File: config.mk
export PLATFORM = sky130hd
export DESIGN_NAME = vga_board_scheduler
export DESIGN_NICKNAME = d
export VERILOG_FILES = /design/src/rtl/vga_board_scheduler_pkg.sv /design/src/rtl/vga_board_scheduler_flash.sv /design/src/rtl/vga_board_scheduler.sv
export SDC_FILE = /design/constraint.sdc
export NUM_CORES = 1
export LEC_CHECK = 0
export BUFFER_PORTS_ARGS = -buffer_cell sky130_fd_sc_hd__buf_4
export CORE_AREA = 2 2 311 313
export CTS_CLUSTER_DIAMETER = 50
export DETAILED_ROUTE_END_ITERATION = 8
export DIE_AREA = 0 0 313 315
export HOLD_SLACK_MARGIN = 0.02
export SLEW_MARGIN = 20
export SYNTH_ARGS = -nofsm -noshare
export SYNTH_HDL_FRONTEND = slang
export SYNTH_HIERARCHICAL = 1
export SYNTH_SLANG_ARGS = --single-unit
File: constraint.sdc
create_clock -name dclk -period 1.7 [get_ports dclk]
set_input_delay 0.17 -clock dclk [delete_from_list [all_inputs] [get_ports dclk]]
set_output_delay 0.17 -clock dclk [all_outputs]
set_load 0.01 [all_outputs]
File: src/rtl/vga_board_scheduler_pkg.sv
`default_nettype none
// ============================================================================
//  Module   : vga_board_scheduler_pkg
//  Brief    : Shared timing constants, board geometry, FSM encoding and the
//             tile-difference helper for the VGA board scheduler.
//  Revision : 1.0 - initial release
// ============================================================================
package vga_board_scheduler_pkg;

   localparam int c_VBP       = 31;
   localparam int c_VFP       = 511;
   localparam int c_TILE_W    = 16;
   localparam int c_NUM_TILES = 16;
   localparam int c_BOARD_W   = c_TILE_W * c_NUM_TILES;

   typedef enum logic [0:0] {
      ST_IDLE = 1'b0,
      ST_PEND = 1'b1
   } state_t;

   typedef logic [c_BOARD_W-1:0] board_t;

   // One bit per tile, set where the two boards hold different tile indices.
   function automatic logic [c_NUM_TILES-1:0] tile_diff(input board_t a, input board_t b);
      tile_diff = '0;
      for (int i = 0; i < c_NUM_TILES; i++) begin
         tile_diff[i] = (a[i*c_TILE_W +: c_TILE_W] != b[i*c_TILE_W +: c_TILE_W]);
      end
   endfunction

endpackage
`default_nettype wire

File: src/rtl/vga_board_scheduler_flash.sv
`default_nettype none
// ============================================================================
//  Module   : vga_flash_timer
//  Brief    : Per-tile frame down-counter; flag stays high until FLASH_FR
//             frame ticks have elapsed since the last load.
//  Revision : 1.0 - initial release
// ============================================================================
module vga_flash_timer #(
   parameter int FLASH_FR = 8
) (
   input  logic dclk,
   input  logic clr_n,
   input  logic load,
   input  logic tick,
   output logic flag
);

   localparam int c_CW = $clog2(FLASH_FR + 1);

   logic [c_CW-1:0] r_cnt;

   // A reload wins over a decrement in the same cycle so a re-change restarts the count.
   always_ff @(posedge dclk) begin
      if (!clr_n) begin
         r_cnt <= '0;
      end else if (load) begin
         r_cnt <= c_CW'(FLASH_FR);
      end else if (tick && (r_cnt != '0)) begin
         r_cnt <= r_cnt - c_CW'(1);
      end
   end

   assign flag = (r_cnt != '0);

endmodule
`default_nettype wire

File: src/rtl/vga_board_scheduler.sv
`default_nettype none
// ============================================================================
//  Module   : vga_board_scheduler
//  Brief    : Arbitrates game/init board updates into a pending buffer and
//             commits it to the renderer at the start of vertical blanking.
//             Optional changed-tile flash flags enabled by VGA_FLASH_EN.
//  Revision : 1.0 - initial release
// ============================================================================
module vga_board_scheduler
   import vga_board_scheduler_pkg::*;
#(
   parameter int VBP   = c_VBP,
   parameter int VFP   = c_VFP,
   parameter int CNT_W = 8
`ifdef VGA_FLASH_EN
   ,
   parameter int FLASH_FR = 8
`endif
) (
   input  logic                   dclk,
   input  logic                   clr_n,
   input  logic [9:0]             vc,
   input  logic                   game_req,
   input  logic [c_BOARD_W-1:0]   game_board,
   output logic                   game_ack,
   input  logic                   init_req,
   input  logic [c_BOARD_W-1:0]   init_board,
   output logic                   init_ack,
   output logic [c_BOARD_W-1:0]   board_state,
   output logic                   pending,
   output logic                   frame_tick,
   output logic [CNT_W-1:0]       frame_cnt,
   output logic [c_NUM_TILES-1:0] tile_flash
);

   localparam logic [9:0] c_VBP_LINE = 10'(VBP);
   localparam logic [9:0] c_VFP_LINE = 10'(VFP);

   state_t               r_state;
   state_t               w_state_nxt;
   logic                 w_vblank;
   logic                 r_vblank_d;
   logic                 r_frame_tick;
   logic [CNT_W-1:0]     r_frame_cnt;
   logic                 w_init_vld;
   logic                 w_game_vld;
   logic                 w_cap_init;
   logic                 w_cap_game;
   logic                 w_commit;
   logic                 r_init_ack;
   logic                 r_game_ack;
   board_t               r_buffer;
   board_t               r_board_state;

   // ---------------------------------------------------------------------
   //  Vertical blanking edge detect and frame counter
   // ---------------------------------------------------------------------
   assign w_vblank = (vc < c_VBP_LINE) || (vc >= c_VFP_LINE);

   // vblank_d starts high so the reset-time blanking interval does not tick.
   always_ff @(posedge dclk) begin
      if (!clr_n) begin
         r_vblank_d   <= 1'b1;
         r_frame_tick <= 1'b0;
         r_frame_cnt  <= '0;
      end else begin
         r_vblank_d   <= w_vblank;
         r_frame_tick <= w_vblank & ~r_vblank_d;
         if (r_frame_tick) begin
            r_frame_cnt <= r_frame_cnt + CNT_W'(1);
         end
      end
   end

   // ---------------------------------------------------------------------
   //  Arbiter / FSM
   // ---------------------------------------------------------------------
   // The ack cycle still sees the old req high; it must not be taken as a new board.
   assign w_init_vld = init_req & ~r_init_ack;
   assign w_game_vld = game_req & ~r_game_ack;

   always_ff @(posedge dclk) begin
      if (!clr_n) begin
         r_state <= ST_IDLE;
      end else begin
         r_state <= w_state_nxt;
      end
   end

   always_comb begin
      w_state_nxt = r_state;
      w_cap_init  = 1'b0;
      w_cap_game  = 1'b0;
      w_commit    = 1'b0;
      case (r_state)
         ST_IDLE: begin
            if (w_init_vld) begin
               w_cap_init  = 1'b1;
               w_state_nxt = ST_PEND;
            end else if (w_game_vld) begin
               w_cap_game  = 1'b1;
               w_state_nxt = ST_PEND;
            end
         end
         ST_PEND: begin
            // Commit has priority; a request in the tick cycle waits for IDLE.
            if (r_frame_tick) begin
               w_commit    = 1'b1;
               w_state_nxt = ST_IDLE;
            end else if (w_init_vld) begin
               w_cap_init  = 1'b1;
            end
         end
         default: begin
            w_state_nxt = ST_IDLE;
         end
      endcase
   end

   // ---------------------------------------------------------------------
   //  Pending buffer, committed board and acknowledges
   // ---------------------------------------------------------------------
   always_ff @(posedge dclk) begin
      if (!clr_n) begin
         r_buffer      <= '0;
         r_board_state <= '0;
         r_init_ack    <= 1'b0;
         r_game_ack    <= 1'b0;
      end else begin
         r_init_ack <= w_cap_init;
         r_game_ack <= w_cap_game;
         if (w_cap_init) begin
            r_buffer <= init_board;
         end else if (w_cap_game) begin
            r_buffer <= game_board;
         end
         if (w_commit) begin
            r_board_state <= r_buffer;
         end
      end
   end

   assign game_ack    = r_game_ack;
   assign init_ack    = r_init_ack;
   assign board_state = r_board_state;
   assign pending     = (r_state == ST_PEND);
   assign frame_tick  = r_frame_tick;
   assign frame_cnt   = r_frame_cnt;

   // ---------------------------------------------------------------------
   //  Changed-tile flash flags
   // ---------------------------------------------------------------------
`ifdef VGA_FLASH_EN
   logic [c_NUM_TILES-1:0] w_tile_changed;
   logic [c_NUM_TILES-1:0] w_flash;

   assign w_tile_changed = tile_diff(r_board_state, r_buffer);

   genvar gi;
   generate
      for (gi = 0; gi < c_NUM_TILES; gi++) begin : g_flash
         vga_flash_timer #(
            .FLASH_FR (FLASH_FR)
         ) u_flash_timer (
            .dclk  (dclk),
            .clr_n (clr_n),
            .load  (w_commit & w_tile_changed[gi]),
            .tick  (r_frame_tick),
            .flag  (w_flash[gi])
         );
      end
   endgenerate

   assign tile_flash = w_flash;
`else
   assign tile_flash = '0;
`endif

endmodule
`default_nettype wire

==> impl_metrics.yaml <==
floorplanning:
  initial_utilization_pct: 21.9
  die_area_mm2: 0.0986
  die_x_um: 313
  num_rows: 114
  die_h_um: 315
  core-area_mm2: 0.0957
  ios: 810
clocking:
  cts_buffer_depth: 3
  cts_sinks: 525
  cts_max_level: 3
  clk_latency_ns: 0.65
  cts_root_buf: "clkbuf_16"
  path_clk_slew_ns: 0.05
  cts_tree: "built"
  numCtsBuffers: 78
run_status:
  status: "finished, violations left"
  violations: "setup timing"
worst_setup_path:
  cp.buffers_inverters: 4
  max_stage_delay_ns: 0.32
  critPathSlowestCell: "dfxtp_2"
  crit_fanout: 14
  crit_family: "buffers and inverters"
  crit_required_ns: 2.23
  critPathKind: "reg -> reg"
  crit_arrival_ns: 2.29
  startpoint_type: "flop"
  crit_chain: "nand2b_4 > buf_6 > nor2_4 > buf_12 > or2_4 > buf_12 > clkbuf_16 > a311oi_2"
  crit_top_cell: "buf_12"
  end_kind: "flop"
synthesis:
  ys.flop_type: "dfxtp_1"
  async_flop_share_pct: 0
  synth_top_area_share_pct: 50.1
  synth_area_leaders: "dfxtp_1, nand2_1, nor3_1"
  synth_seq_cells: 525
  synth_compound_area_share_pct: 17.8
  syn_inst: 2581
  ys_seq_area_share_pct: 50.1
  netlist_area_mm2: 0.0210
  ys_types: 39
  synthTopCellsByCount: "nand2_1, dfxtp_1, nor3_1"
  ys.warnings.count: 6
  synth_top_family_by_area: "simple AND/OR/NAND/NOR gates"
  synth_top_area_cell: "dfxtp_1"
  synth_edf_count: 0
  muxShareOfSynthArea_pct: 1.91
  synthSimpleGateAreaFrac_pct: 24.1
  synthXorXnorAreaFrac_pct: 0.209
  syn_area_per_cell_um2: 8.13
  synthAdderAreaFrac_pct: 0.0596
  synth.most_common_cell: "nand2_1"
grt:
  antenna_found_initial: 9
  grt_pass1_vias: 24356
  grt_max_degree: 83
  grt.overflow.total: 0
  grt_usage_pct: 18.6
  grt_pass1_wl_mm: 142
detailed_routing:
  first_pass_iters: 5
  via_per_inst: 4.67
  vias: 24872
  wl_per_cell_um: 19.2
  drt_wl_total_mm: 102
  drc_errors: 0
  drtIter0Drc: 1934
  ant_nets: 0
sta:
  fmax_mhz: 569
  finalCriticalPeriod_ns: 1.76
  slew_violations: 0
  timing.slew.headroom_pct: 63.7
  worstMarginPinSlew_ns: 0.545
  hold_ws_ns: 0.156
  min_period_over_period_pct: 103
  skew_ns: 0.0276
  fin_setup_tns_ns: -1.22
  final.setup.worst_slack_ns: -0.0574
  setup_violations: 62
  finalHoldViolations: 0
  grt_setup_unrepaired: "yes"
finish:
  final_nets: 4508
  utilization_pct: 40.6
  drive_gt1_share_pct: 33.2
  final_cell_area_mm2: 0.0388
  area_growth_syn_to_layout_pct: 85.0
flow_run:
  cap_violations: 0
place:
  gp_congestion: 0.877
  placed_cell_area_mm2: 0.0296
  place_hpwl_mm: 64.5
  numPortBuffers: 793
pwr:
  power_density_mw_per_mm2: 942
  power_leakage_nw: 15.8
  ir_worst_vdd_mv: 0.748
  total_power_mw: 36.6
hold_path:
  worstHoldPathType: "in -> reg"
## cell type report
class,count,area (µm²)
fillers,9163,56900
well taps,1276,1600
clock buffers,98,2180
diodes,6,15.0
inverters,1,11.3
multi-input cells,1819,9810
flip-flops and latches,525,10500
repair buffers,1556,14200
clock inverters,41,513
## through the flow
stage,std cells,setup WS [ns]
final,5322,-0.0574
after global routing,5321,-0.107
after CTS,5282,-0.0246
after detailed placement,4619,-0.0541
after global placement,4619,-0.0857
after floorplan,2596,0.0636
## flip-flops by register name, indices dropped and copies added, names as in the netlist
register / cells
frame_tick: 1
r_vblank_d: 1
frame_cnt: 8
init_ack: 1
board_state: 256
r_buffer: 256
pending: 1
game_ack: 1
## path summary, 6_finish.rpt
check / end / slack [ns] / start / cells past startpoint
hold reg to reg: frame_tick / 0.38 / r_vblank_d / 1
setup reg to reg: r_buffer[11] / -0.06 / init_ack / 8
hold / removal: pending / 0.16 / init_req / 5
setup / recovery: r_buffer[11] / -0.06 / init_ack / 8
## cell families after synthesis
family	Yosys count
and+or+nand+nor	1236
other	1
muxes	40
AOI/OAI and AO/OA	521
DFF	525
buffers and inverters	252
xor gates and xnor gates	5
adders and majority gates	1
## tightest hold or removal path, stage by stage
cell	delay [ns]
buf_4	0.12
nor2b_1	0.12
buf_4	0.15
nor2_1	0.09
a211oi_1	0.07
## placed cells by master, fill, tap and decap left out, types with 3 or more instances in the layout
| master | instances |
|---|---|
| clkbuf_1 | 8 |
| bufinv_16 | 8 |
| o21ai_1 | 14 |
| a311oi_1 | 20 |
| buf_6 | 33 |
| mux2i_1 | 37 |
| diode_2 | 6 |
| buf_12 | 49 |
| buf_16 | 7 |
| inv_8 | 3 |
| nor3_1 | 269 |
| xor2_1 | 4 |
| o21ai_0 | 81 |
| nor3_2 | 4 |
| inv_6 | 7 |
| buf_4 | 930 |
| a21oi_1 | 258 |
| nor2_1 | 63 |
| clkbuf_16 | 96 |
| clkinvlp_4 | 8 |
| clkbuf_8 | 9 |
| nand2_1 | 878 |
| a311oi_2 | 142 |
| nand4_1 | 3 |
| buf_8 | 6 |
| dfxtp_2 | 4 |
| clkinv_2 | 7 |
| clkinv_4 | 7 |
| conb_1 | 16 |
| dfxtp_1 | 521 |
| dlygate4sd3_1 | 515 |
## timing repair
| item | in CTS | in global routing |
|---|---|---|
| gates resized for setup | 15 | 136 |
| setup endpoints to repair | 34 | 232 |
| hold endpoints to repair | 259 | 1 |
| hold buffers | 514 | 1 |
| buffers inserted | 8 | 19 |
| pin swaps | 1 | 12 |
| gates cloned | 2 | 16 |
## routing by layer
| metal | global-route usage (%) | vias to the layer above | routed length [µm] |
|---|---|---|---|
| met5 | 0 | - | 0 |
| met4 | 10.1 | 0 | 4860 |
| met1 | 21.9 | 11694 | 40400 |
| met3 | 3.80 | 315 | 7520 |
| met2 | 31.7 | 1236 | 49600 |
| li1 | - | 11627 | - |
## report_power, final
group          switching (mW)  internal [mW]  leakage (nW)  total (mW)
combinational            2.95           3.39          10.2        6.34
clock                    6.37           10.4          1.30        16.8
sequential              0.432           13.0          4.30        13.5
(Power assumes the default switching activity.)
